<file path="src/rtl/wr_resp_router.sv">
`default_nettype none
// ============================================================================
// Module      : wr_resp_router
// Description : Write-channel return router for one master port. The AW
//               handshake selects the slave whose grant code matches this
//               master's code. That slave index is queued in order, so that
//               W beats and B responses keep following the slave chosen at
//               AW time after arbitration has moved on.
// Revision    : 1.0 - initial release
// ============================================================================
module wr_resp_router #(
    parameter int                NUM_SLV  = 2,
    parameter int                SEL_W    = 2,
    parameter logic [SEL_W-1:0]  MAS_CODE = 2'b01,
    parameter int                DEPTH    = 4
) (
    input  logic                       ACLK,
    input  logic                       ARESET,
    input  logic                       mst_AWVALID,
    input  logic                       mst_WVALID,
    input  logic                       mst_WLAST,
    input  logic                       mst_BREADY,
    input  logic [NUM_SLV*SEL_W-1:0]   sl_mas_sel,
    input  logic [NUM_SLV-1:0]         s_AWREADY,
    input  logic [NUM_SLV-1:0]         s_WREADY,
    input  logic [NUM_SLV-1:0]         s_BVALID,
    input  logic [2*NUM_SLV-1:0]       s_BRESP,
    output logic                       wr_AWREADY,
    output logic                       wr_WREADY,
    output logic                       wr_BVALID,
    output logic [1:0]                 wr_BRESP,
    output logic [NUM_SLV-1:0]         slv_WSEL,
    output logic [NUM_SLV-1:0]         slv_BREADY,
    output logic [$clog2(DEPTH):0]     out_cnt,
    output logic                       multi_grant_err
);

    localparam int c_IDX_W  = (NUM_SLV > 1) ? $clog2(NUM_SLV) : 1;
    localparam int c_ADDR_W = $clog2(DEPTH);
    localparam int c_PTR_W  = c_ADDR_W + 1;
    localparam logic [c_PTR_W-1:0] c_PTR_ONE = c_PTR_W'(1);
    localparam logic [c_PTR_W-1:0] c_FULL    = c_PTR_W'(DEPTH);

    // In-order queue of slave indices, one entry per outstanding transaction
    logic [c_IDX_W-1:0] r_entry [DEPTH];

    // Pointers carry a wrap bit so that full and empty can be told apart
    logic [c_PTR_W-1:0] r_aw_ptr;
    logic [c_PTR_W-1:0] r_w_ptr;
    logic [c_PTR_W-1:0] r_b_ptr;
    logic               r_multi_err;

    logic [c_IDX_W-1:0] w_aw_idx;
    logic               w_match_any;
    logic               w_match_multi;
    logic               w_aw_hit;
    logic [c_PTR_W-1:0] w_cnt;
    logic               w_full;
    logic [c_IDX_W-1:0] w_w_head;
    logic [c_IDX_W-1:0] w_b_head;
    logic               w_w_pend;
    logic               w_b_pend;
    logic               w_aw_rdy_sel;
    logic               w_w_rdy_sel;
    logic               w_b_vld_sel;
    logic [1:0]         w_b_resp_sel;
    logic [NUM_SLV-1:0] w_w_oh;
    logic [NUM_SLV-1:0] w_b_oh;
    logic               w_aw_fire;
    logic               w_wlast_fire;
    logic               w_b_fire;

    // Grant decode: locate the slave carrying our code and flag any ambiguity
    always_comb begin
        w_aw_idx      = '0;
        w_match_any   = 1'b0;
        w_match_multi = 1'b0;
        for (int i = 0; i < NUM_SLV; i++) begin
            if (sl_mas_sel[i*SEL_W +: SEL_W] == MAS_CODE) begin
                if (w_match_any) begin
                    w_match_multi = 1'b1;
                end
                w_match_any = 1'b1;
                w_aw_idx    = c_IDX_W'(i);
            end
        end
    end

    assign w_aw_hit = w_match_any & ~w_match_multi;
    assign w_cnt    = r_aw_ptr - r_b_ptr;
    assign w_full   = (w_cnt == c_FULL);
    assign w_w_head = r_entry[r_w_ptr[c_ADDR_W-1:0]];
    assign w_b_head = r_entry[r_b_ptr[c_ADDR_W-1:0]];
    assign w_w_pend = (r_w_ptr != r_aw_ptr);
    assign w_b_pend = (r_b_ptr != r_w_ptr);

    // Per-slave return muxes for the AW target, the W head and the B head
    always_comb begin
        w_aw_rdy_sel = 1'b0;
        w_w_rdy_sel  = 1'b0;
        w_b_vld_sel  = 1'b0;
        w_b_resp_sel = 2'b00;
        w_w_oh       = '0;
        w_b_oh       = '0;
        for (int i = 0; i < NUM_SLV; i++) begin
            if (c_IDX_W'(i) == w_aw_idx) begin
                w_aw_rdy_sel = s_AWREADY[i];
            end
            if (c_IDX_W'(i) == w_w_head) begin
                w_w_rdy_sel = s_WREADY[i];
                w_w_oh[i]   = 1'b1;
            end
            if (c_IDX_W'(i) == w_b_head) begin
                w_b_vld_sel  = s_BVALID[i];
                w_b_resp_sel = s_BRESP[2*i +: 2];
                w_b_oh[i]    = 1'b1;
            end
        end
    end

    // Return path is combinational; everything is forced low during reset
    assign wr_AWREADY      = w_aw_hit & w_aw_rdy_sel & ~w_full & ~ARESET;
    assign wr_WREADY       = w_w_pend & w_w_rdy_sel & ~ARESET;
    assign slv_WSEL        = (w_w_pend & ~ARESET) ? w_w_oh : '0;
    assign wr_BVALID       = w_b_pend & w_b_vld_sel & ~ARESET;
    assign wr_BRESP        = wr_BVALID ? w_b_resp_sel : 2'b00;
    assign slv_BREADY      = (w_b_pend & mst_BREADY & ~ARESET) ? w_b_oh : '0;
    assign out_cnt         = ARESET ? '0 : w_cnt;
    assign multi_grant_err = r_multi_err & ~ARESET;

    assign w_aw_fire    = mst_AWVALID & wr_AWREADY;
    assign w_wlast_fire = mst_WVALID & wr_WREADY & mst_WLAST;
    assign w_b_fire     = wr_BVALID & mst_BREADY;

    // Queue storage: record the target slave at each AW handshake
    always_ff @(posedge ACLK) begin
        if (w_aw_fire) begin
            r_entry[r_aw_ptr[c_ADDR_W-1:0]] <= w_aw_idx;
        end
    end

    // Pointer advance and sticky multi-grant flag
    always_ff @(posedge ACLK) begin
        if (ARESET) begin
            r_aw_ptr    <= '0;
            r_w_ptr     <= '0;
            r_b_ptr     <= '0;
            r_multi_err <= 1'b0;
        end else begin
            if (w_aw_fire) begin
                r_aw_ptr <= r_aw_ptr + c_PTR_ONE;
            end
            if (w_wlast_fire) begin
                r_w_ptr <= r_w_ptr + c_PTR_ONE;
            end
            if (w_b_fire) begin
                r_b_ptr <= r_b_ptr + c_PTR_ONE;
            end
            if (w_match_multi) begin
                r_multi_err <= 1'b1;
            end
        end
    end

endmodule
`default_nettype wire

</file>
<file path="config.mk">
export PLATFORM = sky130hd
export DESIGN_NAME = wr_resp_router
export DESIGN_NICKNAME = d
export VERILOG_FILES = /design/src/rtl/wr_resp_router.sv
export SDC_FILE = /design/constraint.sdc
export NUM_CORES = 1
export LEC_CHECK = 0
export ABC_CLOCK_PERIOD_IN_PS = 5600
export CORE_MARGIN = 1
export CORE_UTILIZATION = 49
export CTS_CLUSTER_DIAMETER = 60
export DETAILED_ROUTE_END_ITERATION = 12
export GPL_TIMING_DRIVEN = 0
export PLACE_DENSITY_LB_ADDON = 0.2
export SYNTH_ARGS = -nofsm -noshare
export SYNTH_HDL_FRONTEND = slang
export SYNTH_SLANG_ARGS = --single-unit
</file>
<file path="constraint.sdc">
create_clock -name ACLK -period 5.6 [get_ports ACLK]
set_input_delay 1.68 -clock ACLK [delete_from_list [all_inputs] [get_ports ACLK]]
set_output_delay 1.68 -clock ACLK [all_outputs]
set_load 0.02 [all_outputs]
</file>
* Word level (Yosys, flattened, before mapping)
Memory sizes are Yosys's and may differ from the RTL's. A register that Yosys moved wholly into a read port is not among the register bits. Index checks and enable logic that the tools add are counted.
Word-level totals: bits in registers 10, memories kept 1, bits of input ports 20, output and inout bits 13, memory bits (writable) 4
Operators by class: add/sub/neg operators 4, mux-type cells 23, bitwise logic cells 19, equality and inequality tests 5
Memory list:
- r_entry | depth 4, bits a word 1, rd ports 2, clocked after memory_dff 2, wr ports 1, RTL line 45 | logic [c_IDX_W-1:0] r_entry [DEPTH];
Operators with widths (count):
- 1-bit bitwise AND | 16
- 2-bit 2-to-1 mux | 8
- 1-bit 2-to-1 mux | 14
- 3-bit by 1-bit adder with 3-bit output (second input constant) | 3
- 3-bit != test | 2
- 2-bit by 1-bit equality test with 1-bit output (second input constant) | 2
- 3-bit equality test (second input constant) | 1
- 3-bit 2-to-1 mux | 1
- 1-bit NOT | 3
- 3-bit subtractor | 1

* Longest topological paths before layout
depth after elaboration 12, mapped depth 7, mapped depth without buffers 7

* Worst setup path after synthesis
Ideal clock, no wire load.
path type in2out, start point in ARESET, end point out wr_BRESP[0], stages on the path 5, data required time 3.920 ns, arrival 2.735 ns, slack 1.185 ns, buffers on the path 2, path through clkbuf_1 -> inv_1 -> clkbuf_1 -> o311ai_2 -> nor2_1
On the way: word-level cells in the longest chain between the ends 3
RTL lines:
- from (decl) | RTL line 18 | input logic ARESET,
- 1-bit NOT | RTL line 125 | assign wr_BVALID = w_b_pend & w_b_vld_sel & ~ARESET;
- 1-bit bitwise AND | RTL line 125
- 2-bit 2-to-1 mux | RTL line 126 | assign wr_BRESP = wr_BVALID ? w_b_resp_sel : 2'b00;
- to (decl) | RTL line 31 | output logic [1:0] wr_BRESP,
No other way between the ends.

* Final worst setup path
start point in sl_mas_sel[2], end point out wr_AWREADY
RTL lines:
- from (decl) | RTL line 23 | input logic [NUM_SLV*SEL_W-1:0] sl_mas_sel,
- 2-bit by 1-bit equality test with 1-bit output | RTL line 79 | if (sl_mas_sel[i*SEL_W +: SEL_W] == MAS_CODE) begin
- 1-bit 2-to-1 mux | RTL line 79
- named net w_aw_idx | RTL line 53 | logic [c_IDX_W-1:0] w_aw_idx;
- 1-bit 2-to-1 mux | RTL line 106 | if (c_IDX_W'(i) == w_aw_idx) begin
- 1-bit bitwise AND (3 in series) | RTL line 122 | assign wr_AWREADY = w_aw_hit & w_aw_rdy_sel & ~w_full & ~ARESET;
- to (decl) | RTL line 28 | output logic wr_AWREADY,
The timed path passes the listed nets, and every way through them passes these cells.

==> impl_results.md <==
- Placer Congestion: 0.822
- Area Growth Syn to Fin: 34.5%
- Max cap viols: 0
- GRT Util Overall: 0.226
- Critical-path top delay cell: clkdlybuf4s50_1
- Initial DRC count: 12
- N_diodes: 0
- Post-CTS Resized: 0
- RSZ-0062 raised after global routing: no
- Post-CTS setup buffer count: 0
- IO Port Bufs: 31
- Final Max Tran Viols: 0
- DRC: 0
- Clock Sinks: 18
- Final core occ: 0.721
- Post-synthesis register bit count: 18
- Mapped Avg Cell Area: 10.4 sq um
- CTS clk-pin slew, worst paths: about 0.10 ns
- Pwr dens: approximately 170 mW/mm^2
- Root Driver: clkbuf_4
- Largest cells by area after synthesis: dfxtp_1, edfxtp_1, ha_1
- Post-route minimum period: ~5.3 ns
- Top sig layer: met4
- Syn Nets: between 100 and 150
- Final TNS setup: 0 ns
- Via count: ~880
- Mapped Cells: about 100
- Final WS setup: roughly 0.33 ns
- DR WL/cell: 14.8 microns
- Starting Density: 0.536
- M1 WL: between 1000 and 1500 microns
- Most frequent cells in the layout: clkdlybuf4s50_1, dfxtp_1, mux2i_1
- Die ar.: ~0.0024 sq mm
- Clk buf depth: 2
- Synth top area share: 0.261
- Tcrit/Tclk final: 0.941
- Grt ovf: 0
- Leakage: between 0.0006 and 0.0007 uW
- Hold Crit Class: flop to flop
- Post-layout nets: between 150 and 200
- Slew @ Worst Pin: a little over 0.5 ns
- H-Tree Depth: 1
- DR WL met2: between 1000 and 1500 microns
- # rows: 16
- Top Ports: 33
- Critical Setup Path Class: input pin to output port
- Critical Path Source Type: input pin
- Critical path arrival: ~3.6 ns
- Clock Latency Late Sink: 0.31 ns
- Commonest non-fill, non-tap cell in the layout: clkdlybuf4s50_1
- Met3 WL: roughly 90 microns
- Core Box Area: about 0.0020 sq mm
- Slowest stage delay, CP: approximately 0.53 ns
- Fmax: 190 MHz
- Worst path required time: just under 4 ns
- Post-DR vias/cell: between 5 and 6
- Worst setup EP type: output port
- Crit Path Max Fanout: 6
- Synthesized cell area: between 0.001 and 0.0015 sq mm
- Fillers: around 170
- DIE WIDTH: around 49 microns
- Seq/Total Area, Yosys: 0.373
- Final Hold Vio Count: 0
- Status: complete, no violations
- Post-Place Setup Slack: 0.311 ns
- Vias in the first global route: 918
- Worst hold margin: about 0.49 ns
- First-pass GRT wire length: between 4000 and 5000 microns
- Ys Warns: 0
- Peak VDD IR: 158 uV
- Top cell type by total area after synthesis: dfxtp_1
- Final WL: 2440 microns
- CTS tree: built
- Yosys cell types: 30
- Largest net degree at the start of global routing: 11
- Post-DP HPWL: ~2000 microns
- Pre-antenna DRT Iters: 4
- Final Skew: between 0.006 and 0.007 ns
- Hold-fix buffers, CTS: 0
- CTS Buf Count: 3
- Rel. slew slack: 0.654
- Final setup viols: 0
- Height of the chip: 48.8 microns
- Worst path most repeated cell: clkdlybuf4s50_1
- Antenna-violating nets left: 0
- Initial antenna violation count: 0
- Share of cells above drive strength 1: 0.0652
- CP Cell Sequence: clkdlybuf4s50_1, nor2b_1, mux2_2, and4_1, clkdlybuf4s50_1
-- final timing paths --
path              cells past startpoint                  endpoint                     start  slack [ns]
setup / recovery                      5                wr_AWREADY             sl_mas_sel[2]        0.33
hold / removal                        2  r_multi_err$_SDFFE_PP0P_  r_multi_err$_SDFFE_PP0P_        0.49
setup reg to reg                      7      r_entry[0]$_DFFE_PP_  r_aw_ptr[0]$_SDFFE_PP0P_        3.33
hold reg to reg                       2  r_multi_err$_SDFFE_PP0P_  r_multi_err$_SDFFE_PP0P_        0.49
-- logic make-up (layout without fill, tap and decap cells) --
| family | Yosys count | in the layout | share of synthesized area |
|---|---|---|---|
| xor gates and xnor gates | 7 | 7 | 0.0711 |
| adders and majority gates | 9 | 9 | 0.112 |
| muxes | 14 | 14 | 0.161 |
| buffers and inverters | 6 | 41 | 0.0210 |
| and+or+nand+nor | 38 | 38 | 0.183 |
| DFF | 18 | 18 | 0.373 |
| AOI/OAI and AO/OA | 11 | 11 | 0.0793 |
-- layout make-up --
cell class / count / area, sq um / share of cell area
Buffer: 2 / 7.51 / 0.00520
Clock buffer: 3 / 22.5 / 0.0156
Clock inverter: 1 / 3.75 / 0.00260
Inverter: 4 / 15.0 / 0.0104
Multi-Input combinational cell: 79 / 651 / 0.451
Sequential cell: 18 / 400 / 0.277
Tap cell: 27 / 33.8 / 0.0234
Timing Repair Buffer: 31 / 310 / 0.215
-- worst max-delay path, delay by kind of cell --
kind | cells | cell delay (ns)
buf+inv | 2 | 0.97
mux | 1 | 0.41
simple gates | 2 | 0.52
-- report_power, final --
part | switching [uW] | internal (uW)
logic | 15.2 | 21.0
clock network | 42.2 | 26.1
registers | 1.72 | 134
total | 59.1 | 181
-- cells in the mapped netlist (all sizes together) --
cell and n:
and2 5, mux2i 9, fa 1, nor2b 5, nand3 5, nand4 1
xnor2 3, dfxtp 14, and4 2, a31o 1, xor2 3, inv 4
and3 3, mux4 2, o31ai 1, mux2 3, xor3 1, nand2 8
o21ai 2, o311ai 2, clkbuf 2, o311a 1, ha 8, a311oi 1
or3 1, nor2 8, a21oi 3, edfxtp 4
-- layer usage --
layer | up-vias | GRT usage
met1 | 421 | 0.252
met3 | 3 | 0.0561
met5 | - | 0
met4 | 0 | 0.0784
li1 | 440 | -
met2 | 17 | 0.414
-- metrics by stage --
stage | std cells | cell area [sq um] | total power [uW]
global placement | 161 | 1420 | 173
detailed placement | 161 | 1420 | 175
CTS | 165 | 1440 | 243
floorplan | 103 | 1070 | 155
finish | 165 | 1440 | 240
global route | 165 | 1440 | 252
Note: power is estimated with default switching activity, not from simulation.
